<file path="config.mk">
export PLATFORM = sky130hd
export DESIGN_NAME = adder_result_accumulator
export DESIGN_NICKNAME = d
export VERILOG_FILES = /design/src/rtl/adder_pkg.sv /design/src/rtl/acc_add_unit.sv /design/src/rtl/adder_result_accumulator.sv
export SDC_FILE = /design/constraint.sdc
export NUM_CORES = 1
export LEC_CHECK = 0
export ABC_AREA = 1
export CORE_MARGIN = 2
export CORE_UTILIZATION = 37
export CTS_BUF_LIST = sky130_fd_sc_hd__clkbuf_16
export CTS_CLUSTER_DIAMETER = 60
export DETAILED_ROUTE_END_ITERATION = 12
export PLACE_DENSITY = 0.71
export SYNTH_ARGS = -nofsm -noshare
export SYNTH_HDL_FRONTEND = slang
export SYNTH_SLANG_ARGS = --single-unit
</file>
<file path="constraint.sdc">
create_clock -name clk -period 4.03 [get_ports clk]
set_clock_uncertainty 0.1 [all_clocks]
set_input_delay 0.806 -clock clk [delete_from_list [all_inputs] [get_ports clk]]
set_output_delay 0.806 -clock clk [all_outputs]
set_load 0.005 [all_outputs]
</file>
<file path="src/rtl/adder_pkg.sv">
// adder_pkg: definitions shared by parallel_adder, adder_result_accumulator
// and their benches.
//   DEF_DATA_W : default adder operand width
//   DEF_ACC_W  : default accumulator width
//   acc_state_t: accumulator block state (IDLE / ACCUM / DONE)
package adder_pkg;

  localparam int unsigned DEF_DATA_W = 4;
  localparam int unsigned DEF_ACC_W  = 8;

  typedef enum logic [1:0] {
    ST_IDLE  = 2'd0,
    ST_ACCUM = 2'd1,
    ST_DONE  = 2'd2
  } acc_state_t;

endpackage

</file>
<file path="src/rtl/acc_add_unit.sv">
// acc_add_unit: W-bit unsigned combinational adder.
//   a, b : operands
//   sum  : (a + b) mod 2**W
//   cout : carry out of bit W-1
module acc_add_unit #(
  parameter int unsigned W = 8
) (
  input  logic [W-1:0] a,
  input  logic [W-1:0] b,
  output logic [W-1:0] sum,
  output logic         cout
);

  assign {cout, sum} = {1'b0, a} + {1'b0, b};

endmodule

</file>
<file path="src/rtl/adder_result_accumulator.sv">
// adder_result_accumulator: sums BLOCK_LEN {carry, sum} results from the
// parallel adder into an ACC_W-bit total, presented on a valid/ready output.
//   clk, rst             : clock (rising edge), async active-high reset
//   clear                : synchronous abort of the current block
//   in_valid / in_ready  : input handshake for sum_in / carry_in
//   sum_in, carry_in     : adder result, carry_in is the operand MSB
//   out_valid / out_ready: output handshake for the completed total
//   acc_out              : running / final total
//   count_out            : results accepted in the current block
//   overflow             : sticky wrap indicator for the current block
module adder_result_accumulator
  import adder_pkg::*;
#(
  parameter int unsigned DATA_W    = DEF_DATA_W,
  parameter int unsigned ACC_W     = DEF_ACC_W,
  parameter int unsigned BLOCK_LEN = 8,
  parameter int unsigned CNT_W     = 4
) (
  input  logic              clk,
  input  logic              rst,
  input  logic              clear,
  input  logic              in_valid,
  output logic              in_ready,
  input  logic [DATA_W-1:0] sum_in,
  input  logic              carry_in,
  output logic              out_valid,
  input  logic              out_ready,
  output logic [ACC_W-1:0]  acc_out,
  output logic [CNT_W-1:0]  count_out,
  output logic              overflow
);

  acc_state_t       state, state_next;
  logic [ACC_W-1:0] acc_next;
  logic [CNT_W-1:0] cnt_next;
  logic             ovf_next;
  logic [ACC_W-1:0] op;
  logic [ACC_W-1:0] add_a;
  logic [ACC_W-1:0] add_sum;
  logic             add_cout;
  logic             take_in;
  logic             take_out;

  assign in_ready  = (state != ST_DONE);
  assign out_valid = (state == ST_DONE);
  assign take_in   = in_valid & in_ready;
  assign take_out  = out_valid & out_ready;

  always_comb begin
    op             = '0;
    op[DATA_W:0]   = {carry_in, sum_in};
  end

  // In IDLE the register already reads 0, but forcing the addend to 0 keeps
  // the first result independent of any stale accumulator content.
  assign add_a = (state == ST_IDLE) ? '0 : acc_out;

  acc_add_unit #(
    .W (ACC_W)
  ) u_add (
    .a    (add_a),
    .b    (op),
    .sum  (add_sum),
    .cout (add_cout)
  );

  always_comb begin
    state_next = state;
    acc_next   = acc_out;
    cnt_next   = count_out;
    ovf_next   = overflow;
    unique case (state)
      ST_IDLE: begin
        if (take_in) begin
          acc_next   = add_sum;
          cnt_next   = CNT_W'(1);
          ovf_next   = add_cout;
          state_next = (BLOCK_LEN == 1) ? ST_DONE : ST_ACCUM;
        end
      end
      ST_ACCUM: begin
        if (take_in) begin
          acc_next = add_sum;
          cnt_next = count_out + CNT_W'(1);
          ovf_next = overflow | add_cout;
          if (count_out == CNT_W'(BLOCK_LEN - 1)) state_next = ST_DONE;
        end
      end
      ST_DONE: begin
        if (take_out) begin
          state_next = ST_IDLE;
          acc_next   = '0;
          cnt_next   = '0;
          ovf_next   = 1'b0;
        end
      end
      default: begin
        state_next = ST_IDLE;
        acc_next   = '0;
        cnt_next   = '0;
        ovf_next   = 1'b0;
      end
    endcase
    // Abort overrides any coincident input transfer.
    if (clear) begin
      state_next = ST_IDLE;
      acc_next   = '0;
      cnt_next   = '0;
      ovf_next   = 1'b0;
    end
  end

  always_ff @(posedge clk or posedge rst) begin
    if (rst) begin
      state     <= ST_IDLE;
      acc_out   <= '0;
      count_out <= '0;
      overflow  <= 1'b0;
    end else begin
      state     <= state_next;
      acc_out   <= acc_next;
      count_out <= cnt_next;
      overflow  <= ovf_next;
    end
  end

endmodule

</file>
==> flow_metrics.env <==
export IMPL_fmax_mhz=415
export IMPL_postSynthAreaPerCell_um2=7.29
export IMPL_synth_distinct_cells=21
export IMPL_critPathMaxStageDelay_ns=0.42
export IMPL_floorplan_core_area_um2=2480
export IMPL_cts_made_buffers=3
export IMPL_placement_rows=18
export IMPL_grt_util_met2_pct=26.0
export IMPL_drt_initial_drc_count=15
export IMPL_critical_path_arrival_ns=2.45
export IMPL_clock_root_buffer="sky130_fd_sc_hd__clkbuf_16"
export IMPL_seqCellArea_um2=375
export IMPL_layout_worst_path_cycle_share_pct=59.9
export IMPL_die_area_um2=3050
export IMPL_place_area_um2=1250
export IMPL_die_x_um=55.2
export IMPL_multiInputGateArea_um2=487
export IMPL_synthesis_nets=150
export IMPL_leakagePower_nw=0.645
export IMPL_drc_errors=0
export IMPL_insertedDiodeCount=0
export IMPL_yosys_warning_count=0
export IMPL_finalMaxSlewViolations=0
export IMPL_worst_slew_pin_transition_ns=0.577
export IMPL_route_vias_total=917
export IMPL_die_height_um=55.2
export IMPL_final_hold_viol_count=0
export IMPL_tritoncts="yes"
export IMPL_tritoncts_num_sinks=15
export IMPL_clock_tree_buffer_depth=2
export IMPL_gp_routability_congestion=0.807
export IMPL_yosys_most_used_dff="sky130_fd_sc_hd__dfrtp_1"
export IMPL_globalRouteMet1Util_pct=21.5
export IMPL_post_cts_setup_buffer_count=0
export IMPL_synth_sequential_area_ratio_pct=38.7
export IMPL_clk_latency_ns=0.25
export IMPL_antenna_left=0
export IMPL_antenna_found_initial=0
export IMPL_worst_setup_path_start_kind="primary input"
export IMPL_setup_tns_final_ns=0
export IMPL_rsz_0062_raised_after_global_routing="false"
export IMPL_hold_buffers=0
export IMPL_global_route_wire_length_before_repair_um=3440
export IMPL_htree_levels=1
export IMPL_crit_path_top_delay_cell="sky130_fd_sc_hd__fa_1"
export IMPL_hpwl_after_dpl_um=1600
export IMPL_max_cap_violations=0
export IMPL_synth_cells=133
export IMPL_via_per_inst=4.80
export IMPL_worst_hold_path_type="reg -> reg"
export IMPL_port_buffers=24
export IMPL_grt_total_usage_pct=16.5
export IMPL_starting_density_pct=39.1
export IMPL_netlist_area_um2=970
export IMPL_io_pins=25
export IMPL_setup_violating_endpoint_count_in_the_final_report=0
export IMPL_outcome="finished, final reports clean"
export IMPL_path_max_fanout=3
export IMPL_postLayoutSetupSlackWorst_ns=1.62
export IMPL_worstSetupEndpointType="flop"
export IMPL_design_area_um2=1330
export IMPL_path_delay_family="adder cells"
export IMPL_number_of_enable_type_register_cells_in_the_synthesized_netlist=0
export IMPL_wl_um=2100
export IMPL_synth_seq_cells=15
export IMPL_placed_cells=187
export IMPL_critical_path_cell_chain="clkdlybuf4s50_1 > ha_1 > fa_1 > nand3_1 > nand3_1 > nand2_1 > nand2_1 > nand2_1 > nand2_1 > nand3_1 > nand2_1"
export IMPL_overflow=0
export IMPL_grt_use_met3_pct=4.84
export IMPL_clock_transition_at_the_registers_of_the_reported_paths_ns=0.05
export IMPL_grt_start_max_net_pins=16
export IMPL_async_flop_share_pct=100
export IMPL_fin_cells=191
export IMPL_worstSetupPathType="in -> reg"
export IMPL_cts_repair_resized=0
export IMPL_grt_busiest_layer="met2"
export IMPL_firstDrtPassIters=4
export IMPL_final_layout_size_suffix_gt1_share_pct=8.07
export IMPL_cp_num_buf_inv=1
export IMPL_average_routed_wire_per_standard_cell_um=11.0
export IMPL_post_place_ws_ns=1.34
export IMPL_grt_pass1_vias=802
export IMPL_fillers=257
export IMPL_critical_path_most_common_cell="sky130_fd_sc_hd__nand2_1"
export IMPL_ir_worst_vdd_mv=0.408
export IMPL_num_nets_final=179
export IMPL_final_period_minus_worst_setup_slack_ns=2.41
export IMPL_area_growth_syn_to_layout_pct=36.8
export IMPL_powerDensity_nw_per_um2=511
export IMPL_timing_slew_headroom_pct=61.5
export IMPL_required_ns=4.07
## synthesized netlist by cell type (3+ instances only)
cell	number	area [um^2]
sky130_fd_sc_hd__nor2_1	15	56.3
sky130_fd_sc_hd__nand3_1	8	40.0
sky130_fd_sc_hd__o21ai_0	7	35.0
sky130_fd_sc_hd__inv_2	4	15.0
sky130_fd_sc_hd__o22ai_1	3	18.8
sky130_fd_sc_hd__o21ai_1	3	15.0
sky130_fd_sc_hd__nand2_1	33	124
sky130_fd_sc_hd__dfrtp_1	15	375
sky130_fd_sc_hd__ha_1	6	75.1
sky130_fd_sc_hd__inv_1	23	86.3
## layer usage
layer  up-vias  part of all wire [%]
li1        474                     -
met1       422                    46
met2        17                    48
met3         4                   4.2
met4         0                   1.8
met5         -                     0
## flip-flops by register name, indices dropped and copies added (netlist names)
name and count:
count_out 4, acc_out 8, state 2, overflow 1
## worst register-to-register path, stage by stage (launching register included)
cell	delay [ns]
sky130_fd_sc_hd__dfrtp_1	0.44
sky130_fd_sc_hd__nor2_2	0.31
sky130_fd_sc_hd__nor2_1	0.08
sky130_fd_sc_hd__ha_1	0.22
sky130_fd_sc_hd__fa_1	0.42
sky130_fd_sc_hd__nand3_1	0.09
sky130_fd_sc_hd__nand3_1	0.09
sky130_fd_sc_hd__nand2_1	0.09
sky130_fd_sc_hd__nand2_1	0.09
sky130_fd_sc_hd__nand2_1	0.07
sky130_fd_sc_hd__nand2_1	0.05
sky130_fd_sc_hd__nand3_1	0.06
sky130_fd_sc_hd__nand2_1	0.05
## final timing paths
path | from | to | slack [ns] | cells after the start
min in group asynchronous | rst | count_out[3] | 0.82 | 2
hold / removal | count_out[2] | count_out[2] | 0.42 | 1
hold reg to reg | count_out[2] | count_out[2] | 0.42 | 1
setup / recovery | sum_in[0] | acc_out[6] | 1.62 | 11
setup reg to reg | state[0] | acc_out[6] | 1.77 | 12
max in group asynchronous | rst | acc_out[3] | 2.63 | 2
## cell type report
type,instances,share of cell area (%)
Inverter,28,8.11
Timing Repair Buffer,24,18.1
Clock inverter,1,0.283
Tap cell,30,2.83
Multi-Input combinational cell,90,36.7
Clock buffer,3,5.66
Sequential cell,15,28.3
## kinds of logic after synthesis
kind of cell	share of synthesized area, %
adders and majority gates	9.81
AOI/OAI and AO/OA	8.77
and+or+nand+nor	29.8
DFF	38.7
buffers and inverters	11.1
xor gates and xnor gates	1.81
## power breakdown
part	total [mW]	switching [mW]	internal [mW]
combinational	0.271	0.147	0.124
sequential	0.213	0.0285	0.184
clock	0.194	0.0625	0.132
## cell usage in the layout, fill, tap and decap left out
cell / instances
sky130_fd_sc_hd__dfrtp_1: 15
sky130_fd_sc_hd__o21ai_1: 3
sky130_fd_sc_hd__fa_1: 1
sky130_fd_sc_hd__o21ai_0: 7
sky130_fd_sc_hd__nand2_4: 1
sky130_fd_sc_hd__inv_4: 1
sky130_fd_sc_hd__nand2_1: 33
sky130_fd_sc_hd__inv_2: 4
sky130_fd_sc_hd__nand3_1: 8
sky130_fd_sc_hd__clkdlybuf4s50_1: 24
sky130_fd_sc_hd__nor3_1: 2
sky130_fd_sc_hd__inv_1: 24
sky130_fd_sc_hd__xnor2_1: 2
sky130_fd_sc_hd__a21oi_1: 2
sky130_fd_sc_hd__clkbuf_16: 3
sky130_fd_sc_hd__nor2_2: 1
sky130_fd_sc_hd__nand2_2: 1
sky130_fd_sc_hd__nand4_1: 2
sky130_fd_sc_hd__ha_1: 6
sky130_fd_sc_hd__o22ai_1: 3
sky130_fd_sc_hd__nor2_4: 2
sky130_fd_sc_hd__a31oi_1: 1
sky130_fd_sc_hd__nor2_1: 15
## through the flow
stage / power, mW / utilization [%] / hold slack, ns
4_1_cts: 0.685 / 53.5 / 0.412
5_1_grt: 0.733 / 53.5 / 0.462
2_1_floorplan: 0.377 / - / 0.390
6_report: 0.677 / 53.5 / 0.415
3_3_place_gp: 0.484 / 50.4 / 0.397
3_5_place_dp: 0.490 / 50.4 / 0.402
(Power assumes the default switching activity.)
